**src/rtl/easy_serial_in.sv**
```systemverilog
// Deframes LSB-first send/out bursts, publishes a message after CONFIRM identical good frames, tracks link timeout.
// Latency: msg/msg_valid registered on the frame-end edge (1 edge after last bit); no backpressure, EN=0 discards.
module easy_serial_in #(
  parameter int MSG_W   = 4,
  parameter int CONFIRM = 2,
  parameter int TIMEOUT = 64
) (
  input  logic             CLK,
  input  logic             RST_N,
  input  logic             EN,
  input  logic             state_send,
  input  logic             state_out,
  output logic [MSG_W-1:0] msg,
  output logic             msg_valid,
  output logic             frame_err,
  output logic             link_ok
);

  localparam int CNT_W = $clog2(MSG_W + 1);
  localparam int TO_W  = $clog2(TIMEOUT + 1);

  localparam logic [CNT_W-1:0] BITS   = CNT_W'(MSG_W);
  localparam logic [3:0]       CONF   = 4'(CONFIRM);
  localparam logic [TO_W-1:0]  TO_MAX = TO_W'(TIMEOUT);

  typedef enum logic [1:0] {IDLE, RECV, OVERRUN} state_t;

  state_t             state_q, state_d;
  logic [CNT_W-1:0]   bit_cnt_q, bit_cnt_d;
  logic [MSG_W-1:0]   shreg_q, shreg_d;
  logic [MSG_W-1:0]   cand_q, cand_d;
  logic [3:0]         match_q, match_d;
  logic [TO_W-1:0]    to_cnt_q, to_cnt_d;
  logic [MSG_W-1:0]   msg_q, msg_d;
  logic               msg_valid_q, msg_valid_d;
  logic               frame_err_q, frame_err_d;
  logic               link_ok_q, link_ok_d;
  logic               prev_q;
  logic               good;
  logic               new_cand;

  always_comb begin
    state_d     = state_q;
    bit_cnt_d   = bit_cnt_q;
    shreg_d     = shreg_q;
    cand_d      = cand_q;
    match_d     = match_q;
    to_cnt_d    = to_cnt_q;
    msg_d       = msg_q;
    link_ok_d   = link_ok_q;
    msg_valid_d = 1'b0;
    frame_err_d = 1'b0;
    good        = 1'b0;
    new_cand    = (shreg_q != cand_q);

    if (!EN) begin
      state_d = IDLE;
    end else begin
      unique case (state_q)
        IDLE: begin
          if (state_send && !prev_q) begin
            state_d   = RECV;
            shreg_d   = {{(MSG_W-1){1'b0}}, state_out};
            bit_cnt_d = CNT_W'(1);
          end
        end
        RECV: begin
          if (state_send) begin
            if (bit_cnt_q < BITS) begin
              shreg_d   = shreg_q | ({{(MSG_W-1){1'b0}}, state_out} << bit_cnt_q);
              bit_cnt_d = bit_cnt_q + 1'b1;
            end else begin
              state_d = OVERRUN;
            end
          end else begin
            state_d = IDLE;
            if (bit_cnt_q == BITS) begin
              good = 1'b1;
            end else begin
              frame_err_d = 1'b1;
              match_d     = '0;
            end
          end
        end
        OVERRUN: begin
          if (!state_send) begin
            state_d     = IDLE;
            frame_err_d = 1'b1;
            match_d     = '0;
          end
        end
        default: state_d = IDLE;
      endcase

      // A good frame ending on the expiry edge wins over the timeout.
      if (good) begin
        to_cnt_d  = '0;
        link_ok_d = 1'b1;
        if (new_cand) begin
          cand_d  = shreg_q;
          match_d = 4'd1;
        end else if (match_q != CONF) begin
          match_d = match_q + 1'b1;
        end
        if (match_d == CONF && (new_cand || match_q != CONF)) begin
          msg_d       = shreg_q;
          msg_valid_d = 1'b1;
        end
      end else begin
        if (to_cnt_q != TO_MAX) to_cnt_d = to_cnt_q + 1'b1;
        if (to_cnt_d == TO_MAX) begin
          link_ok_d = 1'b0;
          match_d   = '0;
        end
      end
    end
  end

  always_ff @(posedge CLK or negedge RST_N) begin
    if (!RST_N) begin
      state_q     <= IDLE;
      bit_cnt_q   <= '0;
      shreg_q     <= '0;
      cand_q      <= '0;
      match_q     <= '0;
      to_cnt_q    <= '0;
      msg_q       <= '0;
      msg_valid_q <= 1'b0;
      frame_err_q <= 1'b0;
      link_ok_q   <= 1'b0;
      prev_q      <= 1'b1;
    end else begin
      state_q     <= state_d;
      bit_cnt_q   <= bit_cnt_d;
      shreg_q     <= shreg_d;
      cand_q      <= cand_d;
      match_q     <= match_d;
      to_cnt_q    <= to_cnt_d;
      msg_q       <= msg_d;
      msg_valid_q <= msg_valid_d;
      frame_err_q <= frame_err_d;
      link_ok_q   <= link_ok_d;
      prev_q      <= state_send;
    end
  end

  assign msg       = msg_q;
  assign msg_valid = msg_valid_q;
  assign frame_err = frame_err_q;
  assign link_ok   = link_ok_q;

endmodule

```
**config.mk**
```make
export PLATFORM = sky130hd
export DESIGN_NAME = easy_serial_in
export DESIGN_NICKNAME = d
export VERILOG_FILES = /design/src/rtl/easy_serial_in.sv
export SDC_FILE = /design/constraint.sdc
export NUM_CORES = 1
export LEC_CHECK = 0
export ABC_AREA = 1
export CAP_MARGIN = 40
export CORE_MARGIN = 1.5
export CORE_UTILIZATION = 53
export DETAILED_ROUTE_END_ITERATION = 16
export PLACE_DENSITY = 0.82
export SYNTH_ARGS = -nofsm -noshare
export SYNTH_HDL_FRONTEND = slang
export SYNTH_SLANG_ARGS = --single-unit
```
**constraint.sdc**
```tcl
create_clock -name CLK -period 1.6 [get_ports CLK]
set_clock_uncertainty 0.05 [all_clocks]
set_input_delay 0.32 -clock CLK [delete_from_list [all_inputs] [get_ports CLK]]
set_output_delay 0.32 -clock CLK [all_outputs]
set_load 0.03 [all_outputs]
```
---- Word level (Yosys, flattened, before mapping) ----
Cells that the tools add are included.
word-level totals
  bits in registers ....................... 32
  bits in latches ......................... 0
  RAM bits ................................ 0
  bits in read-only memories .............. 0
  input bits .............................. 5
  memories ................................ 0
cells by class
  add/sub/neg operators ................... 3
  multiply operators ...................... 0
  divide/modulo/power cells ............... 0
  order comparisons ....................... 1
  eq/ne operators ......................... 14
  shift operators ......................... 1
  muxes and demuxes ....................... 42
  bitwise gates (word level) .............. 1
  reduce and logical (&&, ||, !) cells .... 12
operators with widths
  kind                                           count
  2-to-1 mux 4 bit                               12
  2-to-1 mux 7 bit                               4
  case mux 4 bit (2 select lines)                2
  2-to-1 mux 1 bit                               13
  2-to-1 mux 2 bit                               5
  2-to-1 mux 3 bit                               3
  AND reduction 3 bit                            3
  adder 7 x 1 -> 7 bit, second input constant    1
  == test 7 bit, second input constant           1
  != test 7 bit, second input constant           1
  != test 2 bit, second input constant           3
  != test 3 bit, second input constant           2
  case mux 2 bit (3 select lines)                1
  case mux 3 bit (2 select lines)                1
  AND reduction 5 bit                            1
  adder 4 x 1 -> 4 bit, second input constant    1
  == test 4 x 2 -> 1 bit, second input constant  1
  != test 4 x 2 -> 1 bit, second input constant  1
  != test 4 bit                                  1
  != test 4 bit, second input constant           1
  bitwise OR 4 bit                               1
  nonzero test 2 bit                             2
  << shifter 1 x 3 -> 4 bit                      1
  adder 3 x 1 -> 3 bit, second input constant    1
  10 further kinds                               11

---- Longest topological paths before layout ----
  depth in word-level cells ............... 13
  mapped depth ............................ 11

---- Least setup slack after synthesis ----
No wires, ideal clock.
  path kind ............................... reg2reg
  from .................................... register state_q[1]
  to ...................................... register msg_q[0], in the netlist msg[0]
  data arrival time ....................... 1.480 ns
  data required time ...................... 1.432 ns
  path slack .............................. -0.048 ns
  cell stages (with the launch flop) ...... 12
  cell sequence ........................... dfrtp_1 -> inv_1 -> ha_1 -> nand2_1 -> nand4_2 -> nand2_1 -> nand2_1 -> nand2_2 -> nor2_4 -> nand2_4 -> nand2_1 -> nand2_1
on the way
  word-level cells in the longest chain between the ends .. 9
  elaborated cells on any way between the ends .. 12
  classes of those cells .................. 3 x eq/ne; 7 x mux; 2 x reduce/logical
ends and longest elaborated chain
  element                                                         RTL line  text
  start, declared                                                 28        state_t state_q, state_d;
  start signal, assigned                                          133       state_q <= state_d;
  == test 2 bit / == test 2 x 1 -> 1 bit (equally long branches)  59        unique case (state_q)
  case mux 4 bit (2 select lines)                                 59
  2-to-1 mux 4 bit                                                102       end else if (match_q != CONF) begin
  2-to-1 mux 4 bit                                                99        if (new_cand) begin
  2-to-1 mux 4 bit                                                96        if (good) begin
  2-to-1 mux 4 bit                                                56        if (!EN) begin
  == test 4 x 2 -> 1 bit                                          105       if (match_d == CONF && (new_cand || match_q != CONF)) begin
  logical AND 1 bit                                               105
  AND reduction 3 bit (no source line) *                          n/a
  end signal, assigned                                            139       msg_q <= msg_d;
  end, declared                                                   34        logic [MSG_W-1:0] msg_q, msg_d;
Mark *: on every way between the ends. The rest lies on a longest branch, timed or not. The select of a mux whose other input is x is not followed.
A chain may end at the register's enable or synchronous reset.

---- Worst setup path in the final report ----
  from .................................... register state_q[1]
  to ...................................... register msg_q[3], in the netlist msg[3]
The elaborated chain is that of the path after synthesis.

==> results.py <==
metrics = {
    "status": {
        "status": "finished with violations",
        "violations": "negative setup slack",
    },
    "synth": {
        "ys_seq_area_share_pct": 42.5,
        "synthAdderAreaFrac_pct": 6.63,
        "synth_xor_area_share_pct": 1.39,
        "netlist_top_cells_area": "dfrtp_1 41%, nand2_1 11%, ha_1 6.6%, nand3_1 6.1%, inv_1 5.4%",
        "synthSimpleGateAreaFrac_pct": 32.6,
        "yosysTopAreaCellShare_pct": 41.1,
        "syn_avg_cell_area_um2": 8.13,
        "muxShareOfSynthArea_pct": 0,
        "ys_warn_count": 0,
        "yosysUniqueCellTypes": 30,
        "ys_ff_latch": 32,
        "synth_top_cell_by_area": "dfrtp_1",
        "synth_compound_area_share_pct": 9.88,
        "syn_area_um2": 1890,
        "syn_nets": 247,
        "synth_top_family_by_area": "simple AND/OR/NAND/NOR gates",
        "syn_inst": 232,
    },
    "timing": {
        "rsz0062_at_grt": "yes",
        "setup_viol": 21,
        "setup_slack_ns": -0.168,
        "hold_violations": 0,
        "finalSetupTns_ns": -1.40,
        "min_period_ns": 1.77,
        "final_max_slew_viol_count": 0,
        "max_freq_ghz": 0.566,
        "timing.slew.headroom_pct": 78.2,
        "tightestPinTransition_ns": 0.324,
        "finalCritPeriodShare_pct": 111,
        "hold-worst-slack_ns": 0.277,
    },
    "worst_setup_path": {
        "path_cells": "buf_4 > ha_2 > nand2_1 > nand4_2 > nand2_1 > nand2_2 > nand2_2 > nor2_4 > nand2_4 > nand2_1 > nand2_1",
        "crit_family": "simple AND/OR/NAND/NOR gates",
        "crit_path_max_incr_delay_ns": 0.40,
        "crit_fanout": 5,
        "path_common_cell": "nand2_1",
        "endpoint_kind": "flip-flop",
        "crit_path_start_kind": "flip-flop",
        "cp.arrival_ns": 1.96,
        "crit_required_ns": 1.79,
        "crit_buf_inv": 1,
        "crit_type": "flip-flop to flip-flop",
        "cpMaxStageDelayCell": "dfrtp_1",
    },
    "power": {
        "leakagePower_nw": 1.25,
        "power_frac_comb_pct": 52.8,
        "ir_drop_v": 0.000979,
        "clockPowerShare_pct": 13.8,
        "powerDensity_nw_per_um2": 1400,
        "p_int_mw": 2.06,
        "p_switching_mw": 1.49,
        "total_power_mw": 3.55,
        "switching_share_pct": 41.9,
        "p_seq_share_pct": 33.4,
    },
    "grt": {
        "first_global_vias": 1717,
        "grtUsageTotal_pct": 23.2,
        "grt_pass1_wl_um": 7160,
        "antenna_found_initial": 0,
        "grt_max_degree": 33,
        "grt.overflow.total": 0,
    },
    "cells_and_area": {
        "areaGrowthSynthToFinish_pct": 34.7,
        "diodes": 0,
        "nNetsFinal": 305,
        "stdcell_area_um2": 2540,
        "drive_gt1_share_pct": 35.4,
    },
    "routing": {
        "vias": 1767,
        "routed_wl_um": 4340,
        "highest_layer": "met4",
        "first_pass_iters": 4,
        "post_drt_wl_per_cell_um": 12.9,
        "met2_length_um": 2210,
        "drt-vias-per-instance": 5.24,
        "drt_iter0_drc": 61,
        "wl_met3_um": 180,
        "drc": 0,
        "wl_met1_um": 1860,
        "ant_nets": 0,
    },
    "place": {
        "gp_congestion": 0.851,
        "numPortBuffers": 11,
        "hpwl_um": 2790,
        "postPlaceCellArea_um2": 2280,
    },
    "cts": {
        "clock_path_buffers": 2,
        "path_clk_slew_ns": 0.10,
        "cts_hold_buf": 0,
        "cts_tree": "done",
        "numCtsBuffers": 5,
        "cts_sinks": 32,
        "clk_latency_ns": 0.34,
        "root_buffer": "clkbuf_4",
        "h-tree-depth": 2,
    },
    "floorplanning": {
        "die_h_um": 62.7,
        "initial_core_util_pct": 56.1,
        "rows": 21,
        "die_area_um2": 3930,
        "core-area_um2": 3360,
        "io_pins": 12,
        "die_w_um": 62.7,
    },
    "min_path": {
        "hp-class": "input pin to async pin",
    },
    "job": {
        "max_cap_viol_count": 0,
    },
}
-- layout by cell type (no fill, tap or decap), types with 2 or more instances in the layout --
cell type and count:
a21oi_1 8, a22oi_1 2, buf_4 38, buf_6 2, clkbuf_4 5, clkdlybuf4s50_1 4
clkinv_2 2, dfrtp_1 31, dlygate4sd2_1 7, ha_1 6, ha_2 2, ha_4 2
inv_1 23, inv_2 10, nand2_1 47, nand2_2 11, nand2_4 3, nand3_1 20
nand3_2 5, nand4_1 5, nor2_1 8, nor2_2 4, nor2_4 9, nor3_1 2
o21ai_0 6, o21ai_1 6, o21ai_2 2, o22ai_1 5, xor2_1 2
-- logic make-up (layout without fill, tap and decap cells) --
| logic type | after synthesis | in the layout |
|---|---|---|
| buffers and inverters | 35 | 94 |
| AO/OA/AOI/OAI | 33 | 33 |
| flip-flops | 32 | 32 |
| AND/OR/NAND/NOR | 119 | 119 |
| adder cells (fa/ha/maj) | 10 | 10 |
| XOR/XNOR | 3 | 3 |
-- power groups by stage --
| stage | logic, mW | registers (mW) | clock network, mW |
|---|---|---|---|
| after detailed placement | 1.45 | 1.18 | 0 |
| after global placement | 1.41 | 1.17 | 0 |
| after global routing | 2.08 | 1.21 | 0.531 |
| after floorplan | 0.937 | 1.18 | 0 |
| final | 1.88 | 1.19 | 0.489 |
| after CTS | 1.55 | 1.18 | 0.498 |
-- state kept, by name (all words and copies together) (netlist names) --
name	count
bit_cnt_q	3
to_cnt_q	7
msg	4
link_ok	1
frame_err	1
prev_q	1
shreg_q	4
match_q	4
state_q	2
msg_valid	1
cand_q	4
-- path summary, 6_finish.rpt --
kind / from / to / slack [ns] / depth (start not counted)
max: state_q[1] / msg[3] / -0.17 / 11
max reg2reg: state_q[1] / msg[3] / -0.17 / 11
min: RST_N / to_cnt_q[1] / 0.28 / 2
min reg2reg: msg[0] / msg[0] / 0.43 / 2
min in group CLK: msg[0] / msg[0] / 0.43 / 2
max in group asynchronous: RST_N / prev_q / 0.97 / 2
-- stage by stage --
stage | utilization (%) | cells | setup slack (ns)
finish | 75.6 | 337 | -0.168
global route | 75.6 | 337 | -0.299
CTS | 71.1 | 329 | -0.103
detailed placement | 67.8 | 315 | -0.354
global placement | 67.8 | 315 | -0.285
floorplan | - | 232 | 0.00216
-- Yosys cell counts (all sizes together) --
library cell	instances
a21oi	9
a22oi	3
and2	1
buf	1
dfrtp	31
dfstp	1
ha	10
inv	34
nand2	61
nand3	25
nand4	6
nor2	21
nor3	3
nor4	1
nor4b	1
o211a	1
o21ai	14
o21bai	1
o22ai	5
xnor2	1
xor2	2
-- per-layer routing --
layer	global-route usage, %	up-vias
li1	-	879
met2	39.5	41
met1	28.8	841
met5	0	-
met3	4.86	6
met4	9.44	0
-- layout make-up --
cell class	instances	area (µm²)
clock buffers	6	51.3
clock inverters	2	10.0
fillers	256	822
inverters	34	130
multi-input cells	165	1060
flip-flops and latches	32	802
well taps	46	57.6
repair buffers	52	429
-- what timing repair did --
| action | CTS | global route |
|---|---|---|
| pin swaps | 7 | 9 |
| resized for setup | 17 | 30 |
| setup buffers | 6 | 8 |
| setup endpoints to repair | 28 | 30 |
No activity file was read; power rests on OpenSTA's default activity.
